**src/rtl/lsu_mem_stage_if.sv**
```systemverilog
// ---------------------------------------------------------------------------
// lsu_mem_stage_if
// Data-memory port between the load/store unit and the data memory.
//
// Signals:
//   dmem_req    LSU -> mem   request is active
//   dmem_we     LSU -> mem   1 = write, 0 = read
//   dmem_addr   LSU -> mem   word-aligned byte address
//   dmem_be     LSU -> mem   byte enables (ignored by memory on reads)
//   dmem_wdata  LSU -> mem   lane-replicated store data
//   dmem_ready  mem -> LSU   request accepted/completed at this edge
//   dmem_rdata  mem -> LSU   read word, valid while dmem_ready is high
//
// Modports: master = load/store unit, slave = memory.
// ---------------------------------------------------------------------------
interface lsu_mem_stage_if #(
    parameter int ADDR_WIDTH = 32,
    parameter int DATA_WIDTH = 32
);
    logic                  dmem_req;
    logic                  dmem_we;
    logic [ADDR_WIDTH-1:0] dmem_addr;
    logic [3:0]            dmem_be;
    logic [DATA_WIDTH-1:0] dmem_wdata;
    logic                  dmem_ready;
    logic [DATA_WIDTH-1:0] dmem_rdata;

    modport master (
        output dmem_req, dmem_we, dmem_addr, dmem_be, dmem_wdata,
        input  dmem_ready, dmem_rdata
    );

    modport slave (
        input  dmem_req, dmem_we, dmem_addr, dmem_be, dmem_wdata,
        output dmem_ready, dmem_rdata
    );
endinterface

```
**src/rtl/lsu_mem_stage.sv**
```systemverilog
// ---------------------------------------------------------------------------
// lsu_mem_stage
// Load/store unit sitting after the ALU. Turns a load/store instruction into
// a single ready-handshaked data-memory access, stalls the core while the
// access is outstanding, and returns the aligned/extended load result.
// Misaligned or illegal accesses, and accesses the memory never answers
// within TIMEOUT_CYCLES, are reported with a one-cycle fault pulse.
//
// Ports:
//   clk          rising-edge clock
//   rst          asynchronous active-low reset
//   mem_read     instruction is a load
//   mem_write    instruction is a store
//   funct3       size/sign: 000 b, 001 h, 010 w, 100 bu, 101 hu
//   addr         byte address from the ALU
//   store_data   rs2 value for stores
//   lsu_stall    combinational pipeline freeze
//   load_valid   one-cycle pulse, load_data valid
//   load_data    extended load result (0 outside the valid pulse)
//   lsu_fault    one-cycle pulse on misaligned/illegal/timeout
//   dmem         data-memory port (master side)
// ---------------------------------------------------------------------------
module lsu_mem_stage #(
    parameter int ADDR_WIDTH     = 32,
    parameter int DATA_WIDTH     = 32,
    parameter int TIMEOUT_CYCLES = 16
) (
    input  logic                  clk,
    input  logic                  rst,
    input  logic                  mem_read,
    input  logic                  mem_write,
    input  logic [2:0]            funct3,
    input  logic [ADDR_WIDTH-1:0] addr,
    input  logic [DATA_WIDTH-1:0] store_data,
    output logic                  lsu_stall,
    output logic                  load_valid,
    output logic [DATA_WIDTH-1:0] load_data,
    output logic                  lsu_fault,
    lsu_mem_stage_if.master       dmem
);

    // Sized so that TIMEOUT_CYCLES-1 always fits, including TIMEOUT_CYCLES=1.
    localparam int CNT_W = $clog2(TIMEOUT_CYCLES + 1);
    localparam logic [CNT_W-1:0] CNT_LAST = CNT_W'(TIMEOUT_CYCLES - 1);

    typedef enum logic [1:0] {
        IDLE = 2'd0,
        BUSY = 2'd1,
        DONE = 2'd2
    } state_t;

    state_t                state_q, state_d;
    logic [CNT_W-1:0]      cnt_q, cnt_d;
    logic                  req_q, req_d;
    logic                  we_q, we_d;
    logic [ADDR_WIDTH-1:0] daddr_q, daddr_d;
    logic [3:0]            be_q, be_d;
    logic [DATA_WIDTH-1:0] wdata_q, wdata_d;
    logic [2:0]            f3_q, f3_d;
    logic [1:0]            off_q, off_d;
    logic                  load_valid_q, load_valid_d;
    logic [DATA_WIDTH-1:0] load_data_q, load_data_d;
    logic                  fault_q, fault_d;

    logic                  request;
    logic                  legal_f3;
    logic                  misaligned;
    logic                  illegal;
    logic [3:0]            be_req;
    logic [DATA_WIDTH-1:0] wdata_req;
    logic [7:0]            rd_byte;
    logic [15:0]           rd_half;
    logic [DATA_WIDTH-1:0] rd_ext;

    // Request decode: legality, byte enables and lane-replicated store data.
    // Unsigned sizes (100/101) exist only for loads.
    always_comb begin
        request    = mem_read | mem_write;
        legal_f3   = 1'b0;
        misaligned = 1'b0;
        case (funct3)
            3'b000: legal_f3 = 1'b1;
            3'b001: begin legal_f3 = 1'b1;       misaligned = addr[0];          end
            3'b010: begin legal_f3 = 1'b1;       misaligned = (addr[1:0] != 2'b00); end
            3'b100: legal_f3 = ~mem_write;
            3'b101: begin legal_f3 = ~mem_write; misaligned = addr[0];          end
            default: legal_f3 = 1'b0;
        endcase
        illegal = (mem_read & mem_write) | ~legal_f3 | misaligned;

        case (funct3[1:0])
            2'b00: begin
                be_req    = 4'b0001 << addr[1:0];
                wdata_req = {4{store_data[7:0]}};
            end
            2'b01: begin
                be_req    = addr[1] ? 4'b1100 : 4'b0011;
                wdata_req = {2{store_data[15:0]}};
            end
            default: begin
                be_req    = 4'b1111;
                wdata_req = store_data;
            end
        endcase
    end

    // Load extraction from the returned word, using the size and byte offset
    // captured when the request was accepted.
    always_comb begin
        case (off_q)
            2'd0:    rd_byte = dmem.dmem_rdata[7:0];
            2'd1:    rd_byte = dmem.dmem_rdata[15:8];
            2'd2:    rd_byte = dmem.dmem_rdata[23:16];
            default: rd_byte = dmem.dmem_rdata[31:24];
        endcase
        rd_half = off_q[1] ? dmem.dmem_rdata[31:16] : dmem.dmem_rdata[15:0];
        case (f3_q)
            3'b000:  rd_ext = {{24{rd_byte[7]}}, rd_byte};
            3'b001:  rd_ext = {{16{rd_half[15]}}, rd_half};
            3'b100:  rd_ext = {24'd0, rd_byte};
            3'b101:  rd_ext = {16'd0, rd_half};
            default: rd_ext = dmem.dmem_rdata;
        endcase
    end

    // Stall while an access is pending; DONE releases the core so the
    // instruction retires at the edge that returns to IDLE.
    assign lsu_stall = (state_q == BUSY) | ((state_q == IDLE) & request);

    // Next-state logic. Memory-port fields are only loaded when a legal
    // request is accepted, so they stay stable for the whole BUSY phase.
    always_comb begin
        state_d      = state_q;
        cnt_d        = cnt_q;
        req_d        = req_q;
        we_d         = we_q;
        daddr_d      = daddr_q;
        be_d         = be_q;
        wdata_d      = wdata_q;
        f3_d         = f3_q;
        off_d        = off_q;
        load_valid_d = 1'b0;
        load_data_d  = '0;
        fault_d      = 1'b0;

        case (state_q)
            IDLE: begin
                if (request) begin
                    if (illegal) begin
                        fault_d = 1'b1;
                        state_d = DONE;
                    end else begin
                        req_d   = 1'b1;
                        we_d    = mem_write;
                        daddr_d = {addr[ADDR_WIDTH-1:2], 2'b00};
                        be_d    = be_req;
                        wdata_d = wdata_req;
                        f3_d    = funct3;
                        off_d   = addr[1:0];
                        cnt_d   = '0;
                        state_d = BUSY;
                    end
                end
            end
            BUSY: begin
                if (dmem.dmem_ready) begin
                    req_d   = 1'b0;
                    cnt_d   = '0;
                    state_d = DONE;
                    if (!we_q) begin
                        load_valid_d = 1'b1;
                        load_data_d  = rd_ext;
                    end
                end else if (cnt_q == CNT_LAST) begin
                    req_d   = 1'b0;
                    cnt_d   = '0;
                    fault_d = 1'b1;
                    state_d = DONE;
                end else begin
                    cnt_d = cnt_q + CNT_W'(1);
                end
            end
            DONE: begin
                state_d = IDLE;
            end
            default: begin
                req_d   = 1'b0;
                cnt_d   = '0;
                state_d = IDLE;
            end
        endcase
    end

    // State and registered outputs; reset abandons any access in flight.
    always_ff @(posedge clk or negedge rst) begin
        if (!rst) begin
            state_q      <= IDLE;
            cnt_q        <= '0;
            req_q        <= 1'b0;
            we_q         <= 1'b0;
            daddr_q      <= '0;
            be_q         <= 4'b0000;
            wdata_q      <= '0;
            f3_q         <= 3'b000;
            off_q        <= 2'b00;
            load_valid_q <= 1'b0;
            load_data_q  <= '0;
            fault_q      <= 1'b0;
        end else begin
            state_q      <= state_d;
            cnt_q        <= cnt_d;
            req_q        <= req_d;
            we_q         <= we_d;
            daddr_q      <= daddr_d;
            be_q         <= be_d;
            wdata_q      <= wdata_d;
            f3_q         <= f3_d;
            off_q        <= off_d;
            load_valid_q <= load_valid_d;
            load_data_q  <= load_data_d;
            fault_q      <= fault_d;
        end
    end

    assign dmem.dmem_req   = req_q;
    assign dmem.dmem_we    = we_q;
    assign dmem.dmem_addr  = daddr_q;
    assign dmem.dmem_be    = be_q;
    assign dmem.dmem_wdata = wdata_q;
    assign load_valid      = load_valid_q;
    assign load_data       = load_data_q;
    assign lsu_fault       = fault_q;

endmodule

```
**src/flat_wrapper.sv**
```systemverilog
// flat-port wrapper written by rule: the top's interface ports become plain ports
module lsu_mem_stage_flat 
#(
    parameter int ADDR_WIDTH     = 32,
    parameter int DATA_WIDTH     = 32,
    parameter int TIMEOUT_CYCLES = 16
)
  (clk, rst, mem_read, mem_write, funct3, addr, store_data, lsu_stall, load_valid, load_data, lsu_fault, dmem_dmem_req, dmem_dmem_we, dmem_dmem_addr, dmem_dmem_be, dmem_dmem_wdata, dmem_dmem_ready, dmem_dmem_rdata);
  lsu_mem_stage_if #(.ADDR_WIDTH(ADDR_WIDTH), .DATA_WIDTH(DATA_WIDTH)) dmem_i ();
  input  logic clk;
  input  logic rst;
  input  logic mem_read;
  input  logic mem_write;
  input  logic [2:0] funct3;
  input  logic [ADDR_WIDTH-1:0] addr;
  input  logic [DATA_WIDTH-1:0] store_data;
  output logic lsu_stall;
  output logic load_valid;
  output logic [DATA_WIDTH-1:0] load_data;
  output logic lsu_fault;
  output wire logic [$bits(dmem_i.dmem_req)-1:0] dmem_dmem_req;
  output wire logic [$bits(dmem_i.dmem_we)-1:0] dmem_dmem_we;
  output wire logic [$bits(dmem_i.dmem_addr)-1:0] dmem_dmem_addr;
  output wire logic [$bits(dmem_i.dmem_be)-1:0] dmem_dmem_be;
  output wire logic [$bits(dmem_i.dmem_wdata)-1:0] dmem_dmem_wdata;
  input wire logic [$bits(dmem_i.dmem_ready)-1:0] dmem_dmem_ready;
  input wire logic [$bits(dmem_i.dmem_rdata)-1:0] dmem_dmem_rdata;
  assign dmem_dmem_req = dmem_i.dmem_req;
  assign dmem_dmem_we = dmem_i.dmem_we;
  assign dmem_dmem_addr = dmem_i.dmem_addr;
  assign dmem_dmem_be = dmem_i.dmem_be;
  assign dmem_dmem_wdata = dmem_i.dmem_wdata;
  assign dmem_i.dmem_ready = dmem_dmem_ready;
  assign dmem_i.dmem_rdata = dmem_dmem_rdata;
  lsu_mem_stage #(.ADDR_WIDTH(ADDR_WIDTH), .DATA_WIDTH(DATA_WIDTH), .TIMEOUT_CYCLES(TIMEOUT_CYCLES)) u_core (.clk(clk), .rst(rst), .mem_read(mem_read), .mem_write(mem_write), .funct3(funct3), .addr(addr), .store_data(store_data), .lsu_stall(lsu_stall), .load_valid(load_valid), .load_data(load_data), .lsu_fault(lsu_fault), .dmem(dmem_i));
endmodule
```
**config.mk**
```make
export PLATFORM = sky130hd
export DESIGN_NAME = lsu_mem_stage_flat
export DESIGN_NICKNAME = d
export VERILOG_FILES = /design/src/rtl/lsu_mem_stage_if.sv /design/src/rtl/lsu_mem_stage.sv /design/src/flat_wrapper.sv
export SDC_FILE = /design/constraint.sdc
export NUM_CORES = 1
export LEC_CHECK = 0
export CORE_ASPECT_RATIO = 1.5
export CORE_MARGIN = 5
export CORE_UTILIZATION = 47
export CTS_CLUSTER_SIZE = 20
export DETAILED_ROUTE_END_ITERATION = 16
export GPL_TIMING_DRIVEN = 0
export PLACE_DENSITY = 0.9
export SYNTH_ARGS = -nofsm -noshare
export SYNTH_HDL_FRONTEND = slang
export SYNTH_SLANG_ARGS = --single-unit
```
**constraint.sdc**
```tcl
create_clock -name clk -period 3.8 [get_ports clk]
set_clock_uncertainty 0.1 [all_clocks]
set_input_delay 0.95 -clock clk [delete_from_list [all_inputs] [get_ports clk]]
set_output_delay 0.95 -clock clk [all_outputs]
set_load 0.01 [all_outputs]
```
==> After elaboration in Yosys (flattened, before gate mapping) <==
Cells that the tools add are included.
{ "classes": {"addsub": 1, "eq_ne": 16, "n_shift": 1, "n_mux": 34, "n_bitwise": 10, "n_reduce_logical": 13} }
{ "ops": {"columns": ["cell", "count"], "rows": [
  ["one-hot mux 32 bit (4 select lines)", 1],
  ["2-to-1 mux 32 bit", 3],
  ["one-hot mux 32 bit (2 select lines)", 1],
  ["one-hot mux 8 bit (3 select lines)", 1],
  ["2-to-1 mux 5 bit", 4],
  ["2-to-1 mux 16 bit", 1],
  ["one-hot mux 5 bit (3 select lines)", 1],
  ["== test 3 bit, second input constant", 4],
  ["2-to-1 mux 1 bit", 11],
  ["2-to-1 mux 2 bit", 4],
  ["one-hot mux 4 bit (2 select lines)", 1],
  ["== test 2 x 1 -> 1 bit, second input constant", 3],
  ["== test 3 x 1 -> 1 bit, second input constant", 2],
  ["zero test 2 bit", 3],
  ["zero test 3 bit", 2],
  ["one-hot mux 1 bit (2 select lines)", 3],
  ["AND reduction 3 bit", 2],
  ["adder 5 x 1 -> 5 bit, second input constant", 1],
  ["== test 5 x 4 -> 1 bit, second input constant", 1],
  ["== test 2 bit, second input constant", 2],
  ["2-to-1 mux 4 bit", 1],
  ["NOT 1 bit", 4],
  ["bitwise OR 1 bit", 4],
  ["one-hot mux 2 bit (2 select lines)", 1],
  ["other kinds (12)", 14]
]} }
{ "word_totals": {"regBits": 114, "inputBits": 104, "out_inout_bits": 105, "word_cells": 87} }

==> Logic depth before layout (Yosys ltp) <==
Gate-level depths: netlist of run 1.
{ "depth": {"ltp_word": 9, "mapped_depth": 8, "mapped_depth_nobuf": 5} }

==> Worst setup path before layout of run 1 <==
Ideal clock, no wire load.
{ "synth_path": {"kind": "input -> register", "start": "input port funct3[0]", "end": "register u_core.daddr_q[10] (netlist: u_core.dmem.dmem_addr[10])", "setup_ps": 125, "arrival_time_ps": 2214, "required_time_ps": 3575, "path_slack_ps": 1361, "cell_stages": 7, "path_buffers": 3, "path_cell_list": "buf_6 o31ai_2 and3_2 nand3b_2 buf_6 buf_6 mux2_4"} }
{ "synth_via": {"elab_chain_len": 8, "elab_cells_between_ends": 15, "classes_between": "4 x eq/ne; 2 x mux; 4 x bitwise; 5 x reduce/logical"} }
{ "synth_rtl": {"columns": ["element", "line_no", "source"], "rows": [
  ["start: declaration", "flat_wrapper.sv:14", "input logic [2:0] funct3;"],
  ["== test 3 x 1 -> 1 bit (tied with other cells)", "lsu_mem_stage.sv:81", "case (funct3)"],
  ["OR reduction 3 bit (no source line) or OR reduction 2 bit (tied branches)", null, null],
  ["one-hot mux 1 bit (2 select lines)", "lsu_mem_stage.sv:81", null],
  ["NOT 1 bit", "lsu_mem_stage.sv:89", "illegal = (mem_read & mem_write) | ~legal_f3 | misaligned;"],
  ["bitwise OR 1 bit", "lsu_mem_stage.sv:89", null],
  ["bitwise OR 1 bit (*)", "lsu_mem_stage.sv:89", null],
  ["NOT 1 bit (no source line) (*)", null, null],
  ["AND reduction 3 bit (no source line) (*)", null, null],
  ["end signal: assignment", "lsu_mem_stage.sv:214", "daddr_q <= daddr_d;"],
  ["end: declaration", "lsu_mem_stage.sv:56", "logic [ADDR_WIDTH-1:0] daddr_q, daddr_d;"]
]} }
Every way passes the cells marked *; elsewhere a longest branch is shown, timed or not.
A chain may end at the register's enable or synchronous reset.

==> Worst setup path in the final report of run 1 <==
{ "layout_path": {"start": "input port mem_write", "end": "output port lsu_stall"} }
{ "layout_via": {"elab_chain_len": 3} }
{ "layout_rtl": {"columns": ["element", "line_no", "source"], "rows": [
  ["start: declaration", "flat_wrapper.sv:13", "input logic mem_write;"],
  ["bitwise OR 1 bit", "lsu_mem_stage.sv:78", "request = mem_read | mem_write;"],
  ["AND 1 bit", "lsu_mem_stage.sv:128", "assign lsu_stall = (state_q == BUSY) | ((state_q == IDLE) & request);"],
  ["bitwise OR 1 bit", "lsu_mem_stage.sv:128", null],
  ["end: declaration", "flat_wrapper.sv:17", "output logic lsu_stall;"]
]} }
Every way passes these cells.

==> results of run 1 <==
-- registers in the layout, indices dropped and copies added (netlist names) --
signal                  cells
u_core.dmem.dmem_addr      30
u_core.f3_q                 3
u_core.lsu_fault            1
u_core.dmem.dmem_we         1
u_core.state_q              2
u_core.cnt_q                5
u_core.dmem.dmem_req        1
u_core.dmem.dmem_be         4
u_core.load_valid           1
u_core.off_q                2
u_core.dmem.dmem_wdata     32
u_core.load_data           32
-- power groups by stage --
| stage | clock (W) | combinational (W) | sequential, W |
|---|---|---|---|
| detailed placement | 0 | 0.00225 | 0.00190 |
| global placement | 0 | 0.00218 | 0.00188 |
| finish | 0.00172 | 0.00225 | 0.00190 |
| CTS | 0.00174 | 0.00227 | 0.00190 |
| floorplan | 0 | 0.000921 | 0.00204 |
| global route | 0.00180 | 0.00237 | 0.00195 |
-- area by class of cell --
type	count	area (um2)	share of cell area [%]
Sequential cell	114	2850	34.6
Multi-Input combinational cell	266	2290	27.8
Timing Repair Buffer	206	2080	25.2
Clock buffer	20	467	5.66
Tap cell	147	184	2.23
Clock inverter	12	179	2.17
Buffer	28	178	2.15
Inverter	5	18.8	0.227
-- layout by cell type, fill, tap and decap left out, drive strengths merged --
| cell | instances |
|---|---|
| clkbuf | 32 |
| a32o | 1 |
| inv | 6 |
| or3b | 1 |
| clkinvlp | 3 |
| nor3b | 2 |
| and2 | 1 |
| nor2b | 12 |
| a21oi | 11 |
| mux2i | 19 |
| ha | 1 |
| nand3b | 1 |
| and3 | 1 |
| o21bai | 4 |
| and3b | 1 |
| nor3 | 5 |
| a21bo | 1 |
| o21ai | 18 |
| mux2 | 84 |
| o311a | 8 |
| o31ai | 1 |
| o21ba | 2 |
| o32ai | 1 |
| a211o | 1 |
| clkinv | 4 |
| a22o | 1 |
| a41oi | 1 |
| clkdlybuf4s50 | 204 |
| bufinv | 4 |
| o211ai | 8 |
| conb | 2 |
| nor2 | 6 |
| mux4 | 1 |
| nand4bb | 1 |
| dfrtp | 114 |
| nand2b | 9 |
| nor4b | 1 |
| nand3 | 2 |
| nand2 | 58 |
| buf | 18 |
-- metal layers --
| layer | share of wire [%] | vias up | GRT usage (%) |
|---|---|---|---|
| met5 | 0 | - | 0 |
| met4 | 4.0 | 0 | 11.7 |
| met3 | 6.0 | 49 | 6.62 |
| met2 | 55 | 207 | 43.4 |
| met1 | 35 | 2069 | 23.0 |
| li1 | - | 1894 | - |
-- worst reg2reg max path: cells and delay by family (launching register included) --
| family | cells | cell delay [ns] |
|---|---|---|
| compound gates | 1 | 0.34 |
| simple gates | 2 | 0.84 |
| buf+inv | 1 | 0.32 |
| flops | 1 | 0.35 |
-- synthesized netlist by cell type (all sizes together) --
master   instances
mux4             1
buf             16
nor2             6
clkbuf          12
a21oi           11
o211ai           8
nor2b           12
and3b            1
nand3b           1
nand4bb          1
nor3             5
o32ai            1
and2             1
o311a            8
nor4b            1
o21ai           18
nand2b           9
nand2           58
or3b             1
nand3            2
o21bai           4
dfrtp          114
a32o             1
a211o            1
mux2            84
nor3b            2
inv              5
and3             1
o21ba            2
mux2i           19
a22o             1
a21bo            1
ha               1
a41oi            1
o31ai            1
conb             1
-- metrics by stage --
step / area, um2 / hold slack [ns] / cells
2_1_floorplan: 5340 / 0.371 / 413
3_3_place_gp: 7580 / 0.373 / 765
3_5_place_dp: 7600 / 0.389 / 766
4_1_cts: 8250 / 0.401 / 798
5_1_grt: 8250 / 0.425 / 798
6_report: 8250 / 0.397 / 798
-- worst paths after layout --
kind / from / endpoint / depth (start not counted)
setup / recovery: mem_write / lsu_stall / 4
hold / removal: u_core.dmem.dmem_req / u_core.dmem.dmem_req / 1
setup reg to reg: u_core.state_q[0] / u_core.state_q[1] / 4
hold reg to reg: u_core.dmem.dmem_req / u_core.dmem.dmem_req / 1
max in group asynchronous: rst / u_core.off_q[1] / 2
min in group asynchronous: rst / u_core.dmem.dmem_addr[4] / 1
-- kinds of logic (layout without fill, tap and decap cells) --
group / after synthesis / in the layout
buffers and inverters: 33 / 271
adder cells (fa/ha/maj): 1 / 1
AO/OA/AOI/OAI: 58 / 58
other: 1 / 2
flip-flops: 114 / 114
AND/OR/NAND/NOR: 101 / 101
multiplexers: 104 / 104
==> flow_metrics.env, run 1 <==
export IMPL_synth_top_family_by_area="multiplexers"
export IMPL_core_area_um2=11100
export IMPL_antenna_cells=0
export IMPL_routed_via_density=5.29
export IMPL_ys_warn_count=0
export IMPL_grt_pass1_vias=4784
export IMPL_synth_cell_types=41
export IMPL_num_fill_cells=722
export IMPL_required_ns=2.75
export IMPL_nets=743
export IMPL_tightest_slew_ns=0.852
export IMPL_cts_path_max_buffers=2
export IMPL_setup_violations=0
export IMPL_crit_path_start_kind="input port"
export IMPL_place_gp_congestion=0.884
export IMPL_synthCells=412
export IMPL_power_density_nw_per_um2=711
export IMPL_maxCapViolCount=0
export IMPL_final_antenna_net_count=0
export IMPL_yosysTopAreaCell="dfrtp_1"
export IMPL_yosysSeqAreaShare_pct=53.4
export IMPL_synthSimpleGateAreaFrac_pct=9.07
export IMPL_hold_path_class="flop to flop"
export IMPL_min_period_ns=3.27
export IMPL_yosys_area_share_adder_pct=0.234
export IMPL_track_usage_pct=23.2
export IMPL_clkPwrFrac_pct=29.3
export IMPL_dr_first_iter_drc_count=106
export IMPL_cp_arrival_ns=2.22
export IMPL_synth_seq_cells=114
export IMPL_cts_root_buf="clkbuf_16"
export IMPL_regToRegSetupSlack_ns=1.73
export IMPL_numCtsBuffers=17
export IMPL_drcViolationCount=0
export IMPL_p_leak_nw=3.88
export IMPL_ir_drop_uv=492
export IMPL_power_frac_seq_pct=32.4
export IMPL_row_count=47
export IMPL_io_pins=209
export IMPL_grt_max_degree=73
export IMPL_yosysTopAreaCellShare_pct=53.4
export IMPL_grt_pass1_wl_um=24800
export IMPL_post_dp_hpwl_um=11600
export IMPL_rsz0062_at_grt="no"
export IMPL_utilization_pct=74.2
export IMPL_endpoint_kind="output port"
export IMPL_max_freq_mhz=306
export IMPL_crit_family="buffers and inverters"
export IMPL_crit_fanout=6
export IMPL_slowest_delay_ns=0.55
export IMPL_clock_latency_ns=0.40
export IMPL_slew_viol_final=0
export IMPL_wl_per_cell_um=19.7
export IMPL_clock_sinks=114
export IMPL_via_count=4219
export IMPL_postCtsSetupBuffers=0
export IMPL_run_status="finished clean"
export IMPL_routed_wl_um=15700
export IMPL_syn_to_final_growth_pct=54.5
export IMPL_gr_total_overflow=0
export IMPL_die_w_um=97.0
export IMPL_start_util_pct=48.0
export IMPL_critPathSlowestCell="clkdlybuf4s50_1"
export IMPL_synth_xor_area_share_pct=0
export IMPL_antenna_found_initial=0
export IMPL_path_common_cell="clkdlybuf4s50_1"
export IMPL_synth_area_leaders="dfrtp_1 53%, mux2_4 17%, mux2_2 5.1%"
export IMPL_syn_area_um2=5340
export IMPL_dieArea_um2=13600
export IMPL_p_sw_share_pct=29.3
export IMPL_synth_mux_area_share_pct=25.9
export IMPL_port_buffers=205
export IMPL_dr_pass1_iters=4
export IMPL_slew_limit_headroom_pct=43.0
export IMPL_min_period_over_period_pct=86.1
export IMPL_cts_resized_gates=0
export IMPL_crit_type="input port to output port"
export IMPL_fin_total_pwr_w=0.00587
export IMPL_p_switching_w=0.00172
export IMPL_layout_drive_gt1_share_pct=21.7
export IMPL_place_worst_setup_slack_ns=0.527
export IMPL_crit_path_cell_trace="clkdlybuf4s50_1, nor3_1, nor2_1, clkdlybuf4s50_1"
export IMPL_setup_slack_ns=0.529
export IMPL_p_int_w=0.00415
export IMPL_cts_hold_buf=0
export IMPL_h_tree_depth=4
export IMPL_fin_setup_tns_ns=0
export IMPL_cts_tree="yes"
export IMPL_synth_avg_cell_area_um2=13.0
export IMPL_crit_buf_inv=2
export IMPL_die_y_um=141
export IMPL_clkTransAtPathRegs_ns=0.06
export IMPL_synth_compound_area_share_pct=7.61
export IMPL_hold_violations=0
export IMPL_p_comb_share_pct=38.3
No activity file was read; power rests on OpenSTA's default activity.
==> run 2, diff against run 1 <==
--- a/config.mk
+++ b/config.mk
@@ -5,13 +5,14 @@
 export SDC_FILE = /design/constraint.sdc
 export NUM_CORES = 1
 export LEC_CHECK = 0
-export CORE_ASPECT_RATIO = 1.5
+export CORE_ASPECT_RATIO = 0.7
 export CORE_MARGIN = 5
 export CORE_UTILIZATION = 47
 export CTS_CLUSTER_SIZE = 20
 export DETAILED_ROUTE_END_ITERATION = 16
 export GPL_TIMING_DRIVEN = 0
 export PLACE_DENSITY = 0.9
+export REMOVE_ABC_BUFFERS = 1
 export SYNTH_ARGS = -nofsm -noshare
 export SYNTH_HDL_FRONTEND = slang
 export SYNTH_SLANG_ARGS = --single-unit
==> run 2 against run 1 <==
Effect of this change:
- non-clock buffer count down 26
- combinational power shrank 5%
- flip-flop and latch count unchanged
- clock-buffer cell count shrank 1
- sequential power increased by 3%
- largest cell class unchanged
- worst setup slack worse by 0.041 ns
- first-iteration DRC count is 83% higher
- via count is 3.8% lower
==> flow_metrics.env, run 2 (synthesis gave the netlist of run 1 again) <==
export IMPL_routed_via_density=5.22
export IMPL_min_period_over_period_pct=87.2
export IMPL_p_int_w=0.00402
export IMPL_setup_violations=0
export IMPL_maxCapViolCount=0
export IMPL_grt_max_degree=67
export IMPL_clkPwrFrac_pct=28.2
export IMPL_min_period_ns=3.31
export IMPL_start_util_pct=48.3
export IMPL_layout_common_cells="203 x clkdlybuf4s50_1, 114 x dfrtp_1, 60 x mux2_4"
export IMPL_dpl_cell_area_um2=7480
export IMPL_numCtsBuffers=17
export IMPL_antenna_cells=0
export IMPL_regArea_um2=2850
export IMPL_die_y_um=99.2
export IMPL_layout_drive_gt1_share_pct=20.5
export IMPL_cp_arrival_ns=2.26
export IMPL_layout_commonest_cell="clkdlybuf4s50_1"
export IMPL_place_gp_congestion=0.860
export IMPL_cts_tree="yes"
export IMPL_clock_sinks=114
export IMPL_holdWs_ns=0.407
export IMPL_power_density_nw_per_um2=707
export IMPL_p_sw_share_pct=29.7
export IMPL_run_status="finished clean"
export IMPL_h_tree_depth=4
export IMPL_p_switching_w=0.00169
export IMPL_rsz0062_at_grt="no"
export IMPL_hold_violations=0
export IMPL_num_fill_cells=754
export IMPL_p_comb_share_pct=37.5
export IMPL_clock_latency_ns=0.40
export IMPL_max_freq_mhz=302
export IMPL_cts_root_buf="clkbuf_16"
export IMPL_grt_pass1_vias=4373
export IMPL_via_count=4059
export IMPL_final_antenna_net_count=0
export IMPL_nets=717
export IMPL_place_worst_setup_slack_ns=-0.543
export IMPL_cts_path_max_buffers=2
export IMPL_tightest_slew_ns=0.967
export IMPL_syn_to_final_growth_pct=51.4
export IMPL_antenna_found_initial=0
export IMPL_final_area_um2=8080
export IMPL_hold_path_class="flop to flop"
export IMPL_post_dp_hpwl_um=10900
export IMPL_dr_pass1_iters=4
export IMPL_crit_path_start_kind="input port"
export IMPL_die_w_um=137
export IMPL_dieArea_um2=13600
export IMPL_endpoint_kind="output port"
export IMPL_setup_slack_ns=0.488
export IMPL_routed_wl_um=15200
export IMPL_power_frac_seq_pct=34.3
export IMPL_io_pins=209
export IMPL_crit_type="input port to output port"
export IMPL_ir_drop_uv=424
export IMPL_slew_viol_final=0
export IMPL_crit_fanout=6
export IMPL_required_ns=2.75
export IMPL_clkTransAtPathRegs_ns=0.06
export IMPL_wl_per_cell_um=19.5
export IMPL_core_area_um2=11100
export IMPL_multi_input_area_um2=2300
export IMPL_row_count=32
export IMPL_gr_total_overflow=0
export IMPL_slew_limit_headroom_pct=35.4
export IMPL_grt_pass1_wl_um=23800
export IMPL_port_buffers=206
export IMPL_utilization_pct=73.1
export IMPL_p_leak_nw=3.79
export IMPL_dr_first_iter_drc_count=194
export IMPL_track_usage_pct=22.5
export IMPL_drcViolationCount=0
[run 2: cell types whose count changed in the layout (fill, tap and decap cells not counted), moves of 2 or more]
cell        previous run  this run
buf_1                  2         0
buf_4                  3         1
clkinvlp_4             3         7
clkbuf_1              12         1
buf_2                  4         0
clkbuf_8               3         1
buf_6                  8         0
[run 2: repair_timing]
action / CTS / global route
hold buffers: 0 / 0
endpoints found under the setup margin: 43 / 27
buffers inserted: 0 / 0
gates resized for setup: 1 / 3
[run 2: area by class of cell]
type	instances	area share, %
Clock inverter	13	2.00
Sequential cell	114	35.3
Timing Repair Buffer	208	26.1
Multi-Input combinational cell	266	28.5
Inverter	5	0.232
Tap cell	153	2.37
Clock buffer	19	5.48
[run 2: path summary, 6_finish.rpt]
path / startpoint / to / slack (ns) / depth (start not counted)
hold / removal: u_core.dmem.dmem_wdata[13] / u_core.dmem.dmem_wdata[13] / 0.41 / 1
hold reg to reg: u_core.dmem.dmem_wdata[13] / u_core.dmem.dmem_wdata[13] / 0.41 / 1
max in group asynchronous: rst / u_core.dmem.dmem_addr[17] / 2.32 / 2
min in group asynchronous: rst / u_core.lsu_fault / 0.55 / 1
setup reg to reg: u_core.off_q[1] / u_core.load_data[23] / 1.32 / 4
setup / recovery: mem_write / lsu_stall / 0.49 / 4
[run 2: metal layers]
metal  up-vias  track usage [%]  wire (um)
met5         -                0          0
met3        18             6.83       1260
met2       158             37.8       7420
met4         0             6.29        220
li1       1843                -          -
met1      2040             28.1       6260
[run 2: worst max-delay path: stages]
cell	delay, ns
clkdlybuf4s50_1	0.58
nor3_1	0.09
nor2_1	0.10
clkdlybuf4s50_1	0.55
[run 2: power groups by stage]
| stage | Combinational (W) | Sequential (W) | Clock [W] |
|---|---|---|---|
| global route | 0.00227 | 0.00201 | 0.00171 |
| floorplan | 0.000851 | 0.00208 | 0 |
| CTS | 0.00216 | 0.00196 | 0.00164 |
| finish | 0.00214 | 0.00196 | 0.00161 |
| detailed placement | 0.00214 | 0.00197 | 0 |
| global placement | 0.00210 | 0.00192 | 0 |
[run 2: metrics by stage]
stage          cells  power (W)  TNS (ns)
3_5_place_dp     746    0.00411    -29.48
3_3_place_gp     744    0.00402   -440.60
4_1_cts          778    0.00576         0
5_1_grt          778    0.00599         0
2_1_floorplan    385    0.00293     -5.01
6_report         778    0.00571         0
==> run 3, diff against run 2 <==
--- a/config.mk
+++ b/config.mk
@@ -5,6 +5,7 @@
 export SDC_FILE = /design/constraint.sdc
 export NUM_CORES = 1
 export LEC_CHECK = 0
+export CAP_MARGIN = 40
 export CORE_ASPECT_RATIO = 0.7
 export CORE_MARGIN = 5
 export CORE_UTILIZATION = 47
==> run 3 against run 2 <==
Effect of this change:
- maximum frequency decreased by 4.5%
- worst setup slack got worse by 0.16 ns
- flip-flop and latch count unchanged
- via count decreased by 1.1%
- clock-buffer cell count decreased by 1
- global-route usage about the same
- critical endpoint is now u_core.dmem.dmem_addr[31]
- sequential share of layout area about the same
- power decreased by 2.6%
- die area unchanged
- register-to-register slack improved by 0.03 ns
- largest cell class unchanged
==> flow_metrics.env, run 3 (synthesis gave the netlist of run 1 again) <==
export IMPL_crit_path_start_kind="input port"
export IMPL_crit_family="buffers and inverters"
export IMPL_hold_path_class="input port to async pin"
export IMPL_gr_total_overflow=0
export IMPL_crit_fanout=46
export IMPL_p_int_w=0.00388
export IMPL_die_w_um=137
export IMPL_grt_max_degree=50
export IMPL_setup_slack_ns=0.330
export IMPL_p_comb_share_pct=38.7
export IMPL_clock_latency_ns=0.40
export IMPL_slew_limit_headroom_pct=43.1
export IMPL_wl_per_cell_um=19.6
export IMPL_grt_pass1_wl_um=23800
export IMPL_dr_first_iter_drc_count=158
export IMPL_h_tree_depth=4
export IMPL_rr_startpoint="u_core.off_q[1]"
export IMPL_required_ns=3.98
export IMPL_slew_viol_final=0
export IMPL_crit_path_cell_trace="clkdlybuf4s50_1, o21ai_0, and3_2, nand3b_4, buf_16, mux2_4"
export IMPL_utilization_pct=73.2
export IMPL_routed_wl_um=15300
export IMPL_numCtsBuffers=17
export IMPL_final_antenna_net_count=0
export IMPL_place_inst=749
export IMPL_crit_buf_inv=2
export IMPL_post_dp_hpwl_um=11100
export IMPL_regArea_um2=2850
export IMPL_min_period_over_period_pct=91.3
export IMPL_maxCapViolCount=0
export IMPL_clock_sinks=114
export IMPL_via_count=4014
export IMPL_syn_to_final_growth_pct=51.5
export IMPL_grt_pass1_vias=4427
export IMPL_core_area_um2=11100
export IMPL_finalNonFillerCells=781
export IMPL_endpoint_kind="flop"
export IMPL_rsz0062_at_grt="no"
export IMPL_io_pins=209
export IMPL_track_usage_pct=22.4
export IMPL_routed_via_density=5.14
export IMPL_layout_commonest_cell="clkdlybuf4s50_1"
export IMPL_start_util_pct=48.3
export IMPL_multi_input_area_um2=2310
export IMPL_hold_violations=0
export IMPL_run_status="finished clean"
export IMPL_power_frac_seq_pct=35.2
export IMPL_reg2regPathDepth=4
export IMPL_postCtsSetupBuffers=0
export IMPL_cts_resized_gates=0
export IMPL_ir_drop_uv=414
export IMPL_layout_drive_gt1_share_pct=20.7
export IMPL_crit_type="input port to flop"
export IMPL_nets=721
export IMPL_die_y_um=99.2
export IMPL_crit_cells=6
export IMPL_min_period_ns=3.47
export IMPL_place_gp_congestion=0.860
export IMPL_max_freq_mhz=288
export IMPL_cp_arrival_ns=3.65
export IMPL_clkTransAtPathRegs_ns=0.05
export IMPL_p_sw_share_pct=30.3
export IMPL_cts_tree="yes"
export IMPL_holdWs_ns=0.364
export IMPL_dieArea_um2=13600
export IMPL_p_switching_w=0.00169
export IMPL_worstReg2RegEnd="u_core.load_data[21]"
export IMPL_critPathSlowestCell="clkdlybuf4s50_1"
export IMPL_num_fill_cells=728
export IMPL_dpl_cell_area_um2=7540
export IMPL_setup_violations=0
export IMPL_tightest_slew_ns=0.850
export IMPL_power_density_nw_per_um2=688
export IMPL_cts_path_max_buffers=2
export IMPL_drcViolationCount=0
export IMPL_regToRegSetupSlack_ns=1.35
export IMPL_p_leak_nw=3.79
export IMPL_row_count=32
export IMPL_cts_hold_buf=0
export IMPL_port_buffers=206
export IMPL_cts_root_buf="clkbuf_16"
export IMPL_layout_common_cells="205 x clkdlybuf4s50_1, 114 x dfrtp_1, 60 x mux2_4"
export IMPL_antenna_found_initial=0
export IMPL_slowest_delay_ns=0.83
export IMPL_place_worst_setup_slack_ns=-0.273
export IMPL_clkPwrFrac_pct=26.1
export IMPL_final_area_um2=8090
export IMPL_antenna_cells=0
export IMPL_dr_pass1_iters=4
-- run 3: cell types whose count changed in the layout (fill, tap and decap cells not counted), sizes merged --
cell,before,now
buf,3,6
nand3b,1,2
clkinvlp,7,6
clkdlybuf4s50,203,205
bufinv,3,1
clkinv,3,6
clkbuf,20,18
dlymetal6s2s,1,0
-- run 3: worst max path at each step --
stage,to,slack [ns],from
finish,u_core.dmem.dmem_addr[31],0.33,funct3[0]
global route,u_core.dmem.dmem_addr[31],0.23,funct3[1]
CTS,u_core.dmem.dmem_addr[31],0.12,funct3[0]
detailed placement,u_core.dmem.dmem_addr[8],-0.27,funct3[0]
global placement,u_core.dmem.dmem_addr[21],-2.59,rst
floorplan,u_core.dmem.dmem_addr[27],-0.08,funct3[0]
-- run 3: layer usage --
metal | GRT usage, % | vias to the layer above | routed length, um
met5 | 0 | - | 0
met4 | 4.29 | 0 | 93
met3 | 7.38 | 10 | 1380
met2 | 38.8 | 165 | 7640
met1 | 27.6 | 1986 | 6220
li1 | - | 1853 | -
-- run 3: area by class of cell --
| cell class | count | area share, % |
|---|---|---|
| timing repair buffer | 211 | 26.8 |
| clock inverter | 13 | 1.44 |
| tap | 153 | 2.37 |
| inverter | 5 | 0.232 |
| sequential | 114 | 35.3 |
| multi-input combinational | 267 | 28.6 |
| clock buffer | 18 | 5.30 |
-- run 3: power groups by stage --
stage,Sequential (W),Combinational [W],Clock (W)
floorplan,0.00208,0.000851,0
global placement,0.00192,0.00210,0
detailed placement,0.00197,0.00215,0
CTS,0.00196,0.00217,0.00148
global route,0.00201,0.00228,0.00155
finish,0.00196,0.00215,0.00145
-- run 3: per-stage QoR --
step                      power (W)  TNS (ns)
after detailed placement    0.00412    -11.20
after floorplan             0.00293     -5.01
after global placement      0.00402   -440.60
after global routing        0.00584         0
after CTS                   0.00561         0
final                       0.00556         0
-- run 3: worst reg2reg max path, delay by kind of cell, from the launching register on --
family / cells / cell delay, ns
muxes: 1 / 0.60
and+or+nand+nor: 2 / 0.31
DFF: 1 / 0.72
AOI/OAI and AO/OA: 1 / 0.57
